## config.mk

```make
export PLATFORM = sky130hd
export DESIGN_NAME = track_actuator
export DESIGN_NICKNAME = d
export VERILOG_FILES = /design/src/rtl/track_pkg.sv /design/src/rtl/track_timer.sv /design/src/rtl/track_actuator.sv
export SDC_FILE = /design/constraint.sdc
export NUM_CORES = 1
export LEC_CHECK = 0
export ABC_AREA = 1
export CELL_PAD_IN_SITES_DETAIL_PLACEMENT = 0
export CELL_PAD_IN_SITES_GLOBAL_PLACEMENT = 1
export CORE_ASPECT_RATIO = 0.5
export CORE_MARGIN = 1.5
export CORE_UTILIZATION = 32
export DETAILED_ROUTE_END_ITERATION = 10
export GPL_ROUTABILITY_DRIVEN = 0
export PLACE_DENSITY = 0.67
export SETUP_SLACK_MARGIN = 0.05
export SKIP_CTS_REPAIR_TIMING = 1
export SLEW_MARGIN = 20
export SYNTH_ARGS = -nofsm -noshare
export SYNTH_HDL_FRONTEND = slang
export SYNTH_HIERARCHICAL = 1
export SYNTH_SLANG_ARGS = --single-unit
export TNS_END_PERCENT = 5
```

## constraint.sdc

```tcl
create_clock -name clk -period 3.85 [get_ports clk]
set_input_delay 1.155 -clock clk [delete_from_list [all_inputs] [get_ports clk]]
set_output_delay 1.155 -clock clk [all_outputs]
set_load 0.02 [all_outputs]
```

## src/rtl/track_pkg.sv

```systemverilog
// Shared definitions for the track actuator: FSM states, drive codes and widths.
package track_pkg;

  localparam int NSW   = 3;
  localparam int DRV_W = 2;
  localparam int TMR_W = 4;

  typedef enum logic [1:0] {
    ST_IDLE   = 2'd0,
    ST_HALT   = 2'd1,
    ST_PULSE  = 2'd2,
    ST_SETTLE = 2'd3
  } track_state_e;

  localparam logic [DRV_W-1:0] DRV_STOP = 2'b00;
  localparam logic [DRV_W-1:0] DRV_FWD  = 2'b01;
  localparam logic [DRV_W-1:0] DRV_REV  = 2'b10;
  localparam logic [DRV_W-1:0] DRV_ILL  = 2'b11;

endpackage

```

## src/rtl/track_timer.sv

```systemverilog
// Loadable down-counter; done is high during the last cycle of a loaded interval.
module track_timer
  import track_pkg::*;
(
  input  logic             clk,
  input  logic             rst_n,
  input  logic             load,
  input  logic [TMR_W-1:0] load_val,
  output logic             done
);

  logic [TMR_W-1:0] cnt_q;

  always_ff @(posedge clk or negedge rst_n) begin
    if (!rst_n) begin
      cnt_q <= '0;
    end else if (load) begin
      cnt_q <= load_val;
    end else if (cnt_q != '0) begin
      cnt_q <= cnt_q - 1'b1;
    end
  end

  // A load of N gives exactly N cycles before the owning state exits.
  assign done = (cnt_q == TMR_W'(1));

endmodule

```

## src/rtl/track_actuator.sv

```systemverilog
// Switch-throw sequencer with motor interlock: halt trains, pulse solenoids, settle, resume.
module track_actuator
  import track_pkg::*;
#(
  parameter int PULSE_CYCLES  = 4,
  parameter int SETTLE_CYCLES = 2
) (
  input  logic             clk,
  input  logic             rst_n,
  input  logic [NSW:1]     sw,
  input  logic [DRV_W-1:0] da,
  input  logic [DRV_W-1:0] db,
  output logic [NSW:1]     sol_set,
  output logic [NSW:1]     sol_clr,
  output logic [NSW:1]     sw_pos,
  output logic [DRV_W-1:0] ma,
  output logic [DRV_W-1:0] mb,
  output logic             busy,
  output logic             fault
);

  function automatic logic [DRV_W-1:0] legal_drv(input logic [DRV_W-1:0] d);
    return (d == DRV_ILL) ? DRV_STOP : d;
  endfunction

  track_state_e     state_q, state_d;
  logic [NSW:1]     target_q, target_d;
  logic [NSW:1]     sol_set_d, sol_clr_d, sw_pos_d;
  logic [DRV_W-1:0] ma_d, mb_d;
  logic             busy_d, fault_d;
  logic             tmr_load, tmr_done;
  logic [TMR_W-1:0] tmr_val;

  track_timer u_timer (
    .clk      (clk),
    .rst_n    (rst_n),
    .load     (tmr_load),
    .load_val (tmr_val),
    .done     (tmr_done)
  );

  always_ff @(posedge clk or negedge rst_n) begin
    if (!rst_n) begin
      state_q  <= ST_IDLE;
      target_q <= '0;
      sol_set  <= '0;
      sol_clr  <= '0;
      sw_pos   <= '0;
      ma       <= DRV_STOP;
      mb       <= DRV_STOP;
      busy     <= 1'b0;
      fault    <= 1'b0;
    end else begin
      state_q  <= state_d;
      target_q <= target_d;
      sol_set  <= sol_set_d;
      sol_clr  <= sol_clr_d;
      sw_pos   <= sw_pos_d;
      ma       <= ma_d;
      mb       <= mb_d;
      busy     <= busy_d;
      fault    <= fault_d;
    end
  end

  always_comb begin
    state_d   = state_q;
    target_d  = target_q;
    sol_set_d = sol_set;
    sol_clr_d = sol_clr;
    sw_pos_d  = sw_pos;
    ma_d      = DRV_STOP;
    mb_d      = DRV_STOP;
    busy_d    = busy;
    tmr_load  = 1'b0;
    tmr_val   = '0;
    // Illegal codes are watched in every state, even when motors are interlocked.
    fault_d   = fault | (da == DRV_ILL) | (db == DRV_ILL);

    case (state_q)
      ST_IDLE: begin
        if (sw != sw_pos) begin
          state_d  = ST_HALT;
          target_d = sw;
          busy_d   = 1'b1;
        end else begin
          ma_d   = legal_drv(da);
          mb_d   = legal_drv(db);
          busy_d = 1'b0;
        end
      end
      ST_HALT: begin
        state_d   = ST_PULSE;
        sol_set_d = target_q & ~sw_pos;
        sol_clr_d = ~target_q & sw_pos;
        tmr_load  = 1'b1;
        tmr_val   = TMR_W'(PULSE_CYCLES);
      end
      ST_PULSE: begin
        if (tmr_done) begin
          state_d   = ST_SETTLE;
          sol_set_d = '0;
          sol_clr_d = '0;
          sw_pos_d  = target_q;
          tmr_load  = 1'b1;
          tmr_val   = TMR_W'(SETTLE_CYCLES);
        end
      end
      ST_SETTLE: begin
        if (tmr_done) begin
          // A request that arrived mid-sequence chains straight into a new halt.
          if (sw != sw_pos) begin
            state_d  = ST_HALT;
            target_d = sw;
          end else begin
            state_d = ST_IDLE;
            busy_d  = 1'b0;
            ma_d    = legal_drv(da);
            mb_d    = legal_drv(db);
          end
        end
      end
      default: begin
        state_d = ST_IDLE;
      end
    endcase
  end

endmodule

```

Yosys cells after proc, flatten, opt, wreduce, memory -nomap -nowiden
Cells that the tools add are included.
{ "totals": {"ff_bits": 24, "in_bits": 9, "output_inout_bits": 15, "word_cells": 67} }
{ "op_classes": {"n_addsub": 1, "eq_ne": 11, "muxes": 29, "n_bitwise": 6, "reduce_logical": 10} }
{ "ops": {"columns": ["operator", "n"], "rows": [
  ["$pmux 3 s2", 4],
  ["$mux 2", 10],
  ["$mux 3", 3],
  ["$eq 2x2->1 const B", 4],
  ["$mux 4", 2],
  ["$ne 2x2->1 const B", 4],
  ["$pmux 2 s2", 2],
  ["$pmux 2 s4", 1],
  ["$and 3x3->3", 2],
  ["$not 3->3", 2],
  ["$reduce_and 2->1", 3],
  ["$reduce_and 3->1", 2],
  ["$reduce_bool 2->1", 3],
  ["$mux 1", 5],
  ["$eq 4x1->1 const B", 1],
  ["$pmux 1 s2", 2],
  ["$reduce_bool 4->1", 1],
  ["$sub 4x1->4 const B", 1],
  ["$ne 3x3->1", 1],
  ["$eq 2x1->1 const B", 1],
  ["$logic_not 2->1", 1],
  ["$or 1x1->1", 2]
]} }

Logic depth before layout (Yosys ltp)
{ "logic_depth": {"ltp_word": 5, "mapped_depth": 12, "ltp_nobuf": 12} }

Hierarchy
The synthesis kept the hierarchy.
{ "by_module_without_submodules": {"columns": ["mod", "instances", "cells_per_inst", "area_each_um2", "seq_area_each_um2"], "rows": [
  ["track_actuator", 1, 110, 964.7, 500.5],
  ["track_timer", 1, 37, 291.5, 100.1]
]} }

Worst setup path before layout
No wires, ideal clock.
{ "synth_timing": {"path_kind": "reg2reg", "startpoint": "register u_timer.cnt_q[1]", "endpoint": "register u_timer.cnt_q[2]", "setup_time_ns": 0.073, "t_arrival_ns": 1.723, "required_time_ns": 3.777, "slack_ns": 2.054, "stages_incl_launch_ff": 12, "n_path_buf": 0, "synth_period_minus_slack_ns": 1.796, "path_cell_list": "dfrtp_1 inv_1 ha_1 inv_1 nor2_1 nand2_2 inv_1 nor2_1 nor2_1 inv_2 nand3_4 a21boi_2"} }
{ "synth_via": {"elab_chain_len": 4, "word_cells_on_any_way": 8} }
{ "synth_rtl": {"columns": ["element", "line_no", "text"], "rows": [
  ["start, declared", "track_timer.sv:12", "logic [TMR_W-1:0] cnt_q;"],
  ["start signal, assigned", "track_timer.sv:18", "cnt_q <= load_val;"],
  ["start signal, assigned", "track_timer.sv:20", "cnt_q <= cnt_q - 1'b1;"],
  ["$eq 4x1->1 (*)", "track_timer.sv:25", "assign done = (cnt_q == TMR_W'(1));"],
  ["named net tmr_done", "track_actuator.sv:31", "logic tmr_load, tmr_done;"],
  ["$mux 1 (*)", "track_actuator.sv:100", "if (tmr_done) begin"],
  ["$pmux 1 s2 (*)", "track_actuator.sv:80", "case (state_q)"],
  ["named net tmr_load", "track_actuator.sv:31", null],
  ["$mux 4 or $reduce_bool 2->1 (tied branches)", null, null]
]} }
The timed path passes the listed nets; every way through them passes the cells marked *. The select of a mux whose other input is x is not followed.
A chain may end at the register's enable or synchronous reset.

Worst setup path after layout
{ "layout_timing": {"startpoint": "register sw_pos[2] (netlist bit)", "endpoint": "output port sw_pos[2] (netlist bit)"} }
{ "layout_rtl": {"columns": ["element", "line_no", "text"], "rows": [
  ["start, declared", "track_actuator.sv:15", "output logic [NSW:1] sw_pos,"],
  ["start signal, assigned", "track_actuator.sv:58", "sw_pos <= sw_pos_d;"]
]} }
No word-level cell between the ends.

==> impl_metrics.toml <==
[floorplan]
die_w_um = 91.6
die_h_um = 47.3
ios = 24
rows = 15
core-area_um2 = 3580
initial_core_util_pct = 35.0
die_area_um2 = 4330

[layout]
num_antenna_cells = 0
fill_cells = 365
stdcell_area_um2 = 1630
nets = 192
fin_util_pct = 45.4
areaGrowthSynthToFinish_pct = 29.6
drive_gt1_share_pct = 11.4

[pwr]
p_comb_share_pct = 50.3
max-vdd-ir-drop_mv = 0.321
power_mw = 1.30
p_leak_nw = 0.771
switching_power_mw = 0.548
swShare_pct = 42.2
pwr-share-clk_pct = 17.2
p_seq_share_pct = 32.5
powerDensity_nw_per_um2 = 797
p_int_mw = 0.750

[timing]
finalCritPeriodShare_pct = 64.2
setup-tns-final_ns = 0
finalHoldWorstSlack_ns = 0.494
fmax_mhz = 404
setup_viol = 0
rsz0062_at_grt = "false"
fin_skew_ns = 0.00363
slew_violations = 0
fin_crit_ns = 2.47
hold_viol = 0

[yosys]
yosysWarnings = 6
synth_fa_ha_area_share_pct = 6.97
synth_xor_area_share_pct = 1.29
synth_mux_area_share_pct = 0
synth_compound_area_share_pct = 12.1
ys_ff_latch = 24
synth-simple-area-share_pct = 24.0
synth_top_family_by_area = "simple AND/OR/NAND/NOR gates"
avgSynthCellArea_um2 = 8.55
synth_seq_area_share_pct = 47.8
synth_cell_types = 25
synthCells = 147
netlist_area_um2 = 1260

[critical_path]
crit_chain = "clkdlybuf4s50_1"
timing.rr.end = "u_timer/cnt_q[2]$_DFFE_PN0P_"
cp.buffers_inverters = 1
crit_end = "sw_pos[2]"
rrSetupSlack_ns = 1.69
cp-startpoint = "sw_pos[2]$_DFFE_PN0P_"
r2r-start = "u_timer/cnt_q[1]$_DFFE_PN0P_"
path_delay_family = "buffers and inverters"
critPathLaunchType = "flop"
critPathMaxFanout = 3
cp-end-kind = "output port"
cp_slowest_cell = "clkdlybuf4s50_1"
critPathRequiredTime_ns = 2.69
reg2reg_depth = 11
arrival_ns = 1.32
worstSetupPathDepth = 1
critPathKind = "flop to output port"
slowest_delay_ns = 0.63

[route]
ant_nets = 0
drc = 0
dr_total_vias = 987
first_iter_violations = 58
vias_per_cell = 4.37
finalWirelength_um = 2380
firstDrtPassIters = 4
wl_per_cell_um = 10.5

[cts]
cts_buffers = 3
cts_tree = "built"
clockBufferDepth = 2
clock_latency_ns = 0.27
cts_max_level = 1
numClockSinks = 24
clk_pin_slew_ns = 0.09
cts-root-buf = "clkbuf_8"

[global_route]
grt_antenna_before_repair = 0
gr-total-overflow = 0
grt_max_degree = 25
track_usage_pct = 12.7
grt_pass1_vias = 904
grt_pass1_wl_um = 4110

[place]
portBuffers = 23
place_area_um2 = 1560
dpl.hpwl_um = 1850

[min_path]
hold_path_class = "flop to flop"

[status]
status = "finished, final reports clean"

[flow_run]
drv_cap = 0
-- area by class of cell --
type / instances / area (um2) / area share (%)
clock buffer: 3 / 41.3 / 2.54
clock inverter: 1 / 30.0 / 1.84
inverter: 24 / 90.1 / 5.53
multi-input combinational: 99 / 564 / 34.7
sequential: 24 / 601 / 36.9
tap: 51 / 63.8 / 3.92
timing repair buffer: 24 / 238 / 14.6
-- placed cells by master (no fill, tap or decap) --
cell,instances
o31ai_1,4
o21ai_1,5
dfrtp_1,24
ha_1,7
a21oi_1,3
nor3_1,4
o21ai_2,1
o21ai_0,9
or2_2,3
clkbuf_8,3
inv_2,2
nand2_2,3
nand3_1,9
nor2_1,8
nand3_4,1
xnor2_2,1
clkdlybuf4s50_1,23
nand3_2,1
nand4_1,2
buf_4,1
a221o_1,1
inv_1,22
nor2_2,2
o22ai_1,1
a21boi_2,1
nand2_1,31
conb_1,2
bufinv_16,1
-- cell usage after synthesis --
master     n  area (um2)
a21boi_2   1        11.3
o21ai_0    9        45.0
nand3_1    9        45.0
nand3_2    1        10.0
nand3_4    1        17.5
inv_1     22        82.6
a21oi_1    3        15.0
a221o_1    1        10.0
nor3_1     4        20.0
or2_2      3        18.8
buf_2      1        5.00
nand4_1    2        12.5
nand2_2    3        18.8
nor2_1     8        30.0
inv_2      2        7.51
nor2_2     2        12.5
o21ai_2    1        8.76
nand2_1   31         116
conb_1     1        3.75
xnor2_2    1        16.3
o31ai_1    4        30.0
o22ai_1    1        6.26
dfrtp_1   24         601
ha_1       7        87.6
o21ai_1    5        25.0
-- power groups by stage --
stage / combinational [mW] / clock (mW) / sequential, mW
detailed placement: 0.662 / 0 / 0.427
CTS: 0.662 / 0.231 / 0.423
finish: 0.653 / 0.223 / 0.422
global route: 0.758 / 0.244 / 0.438
floorplan: 0.431 / 0 / 0.464
global placement: 0.661 / 0 / 0.428
-- flip-flops by register name, indices dropped and copies added, names as in the netlist, 2 cells and up --
| register | count |
|---|---|
| sw_pos | 3 |
| ma | 2 |
| sol_clr | 3 |
| u_timer/cnt_q | 4 |
| state_q | 2 |
| mb | 2 |
| sol_set | 3 |
| target_q | 3 |
-- per-layer routing --
| layer | track usage, % | part of all wire, % | vias up |
|---|---|---|---|
| li1 | - | - | 531 |
| met1 | 16.3 | 52 | 436 |
| met2 | 21.6 | 44 | 20 |
| met3 | 3.88 | 3.8 | 0 |
| met4 | 3.75 | 0 | 0 |
| met5 | 0 | 0 | - |
-- through the flow --
stage,setup WS (ns),cells
2_1_floorplan,2.05,148
3_3_place_gp,1.47,222
3_5_place_dp,1.47,222
4_1_cts,1.36,226
5_1_grt,1.33,226
6_report,1.38,226
-- how the worst min path moves through the flow --
stage / from / endpoint / slack [ns] / cells after the start
CTS: target_q[3]$_DFFE_PN0P_ / sol_clr[3]$_DFFE_PN0P_ / 0.50 / 1
floorplan: target_q[3]$_DFFE_PN0P_ / sol_clr[3]$_DFFE_PN0P_ / 0.45 / 1
global placement: fault$_DFF_PN0_ / fault$_DFF_PN0_ / 0.48 / 1
finish: fault$_DFF_PN0_ / fault$_DFF_PN0_ / 0.49 / 1
detailed placement: fault$_DFF_PN0_ / fault$_DFF_PN0_ / 0.48 / 1
global route: target_q[3]$_DFFE_PN0P_ / sol_clr[3]$_DFFE_PN0P_ / 0.52 / 1
-- kinds of logic after synthesis --
group	count (synthesis)
flip-flops	24
adder cells (fa/ha/maj)	7
buffers and inverters	25
AO/OA/AOI/OAI	25
XOR/XNOR	1
other	1
AND/OR/NAND/NOR	64
Note: power is estimated with default switching activity, not from simulation.
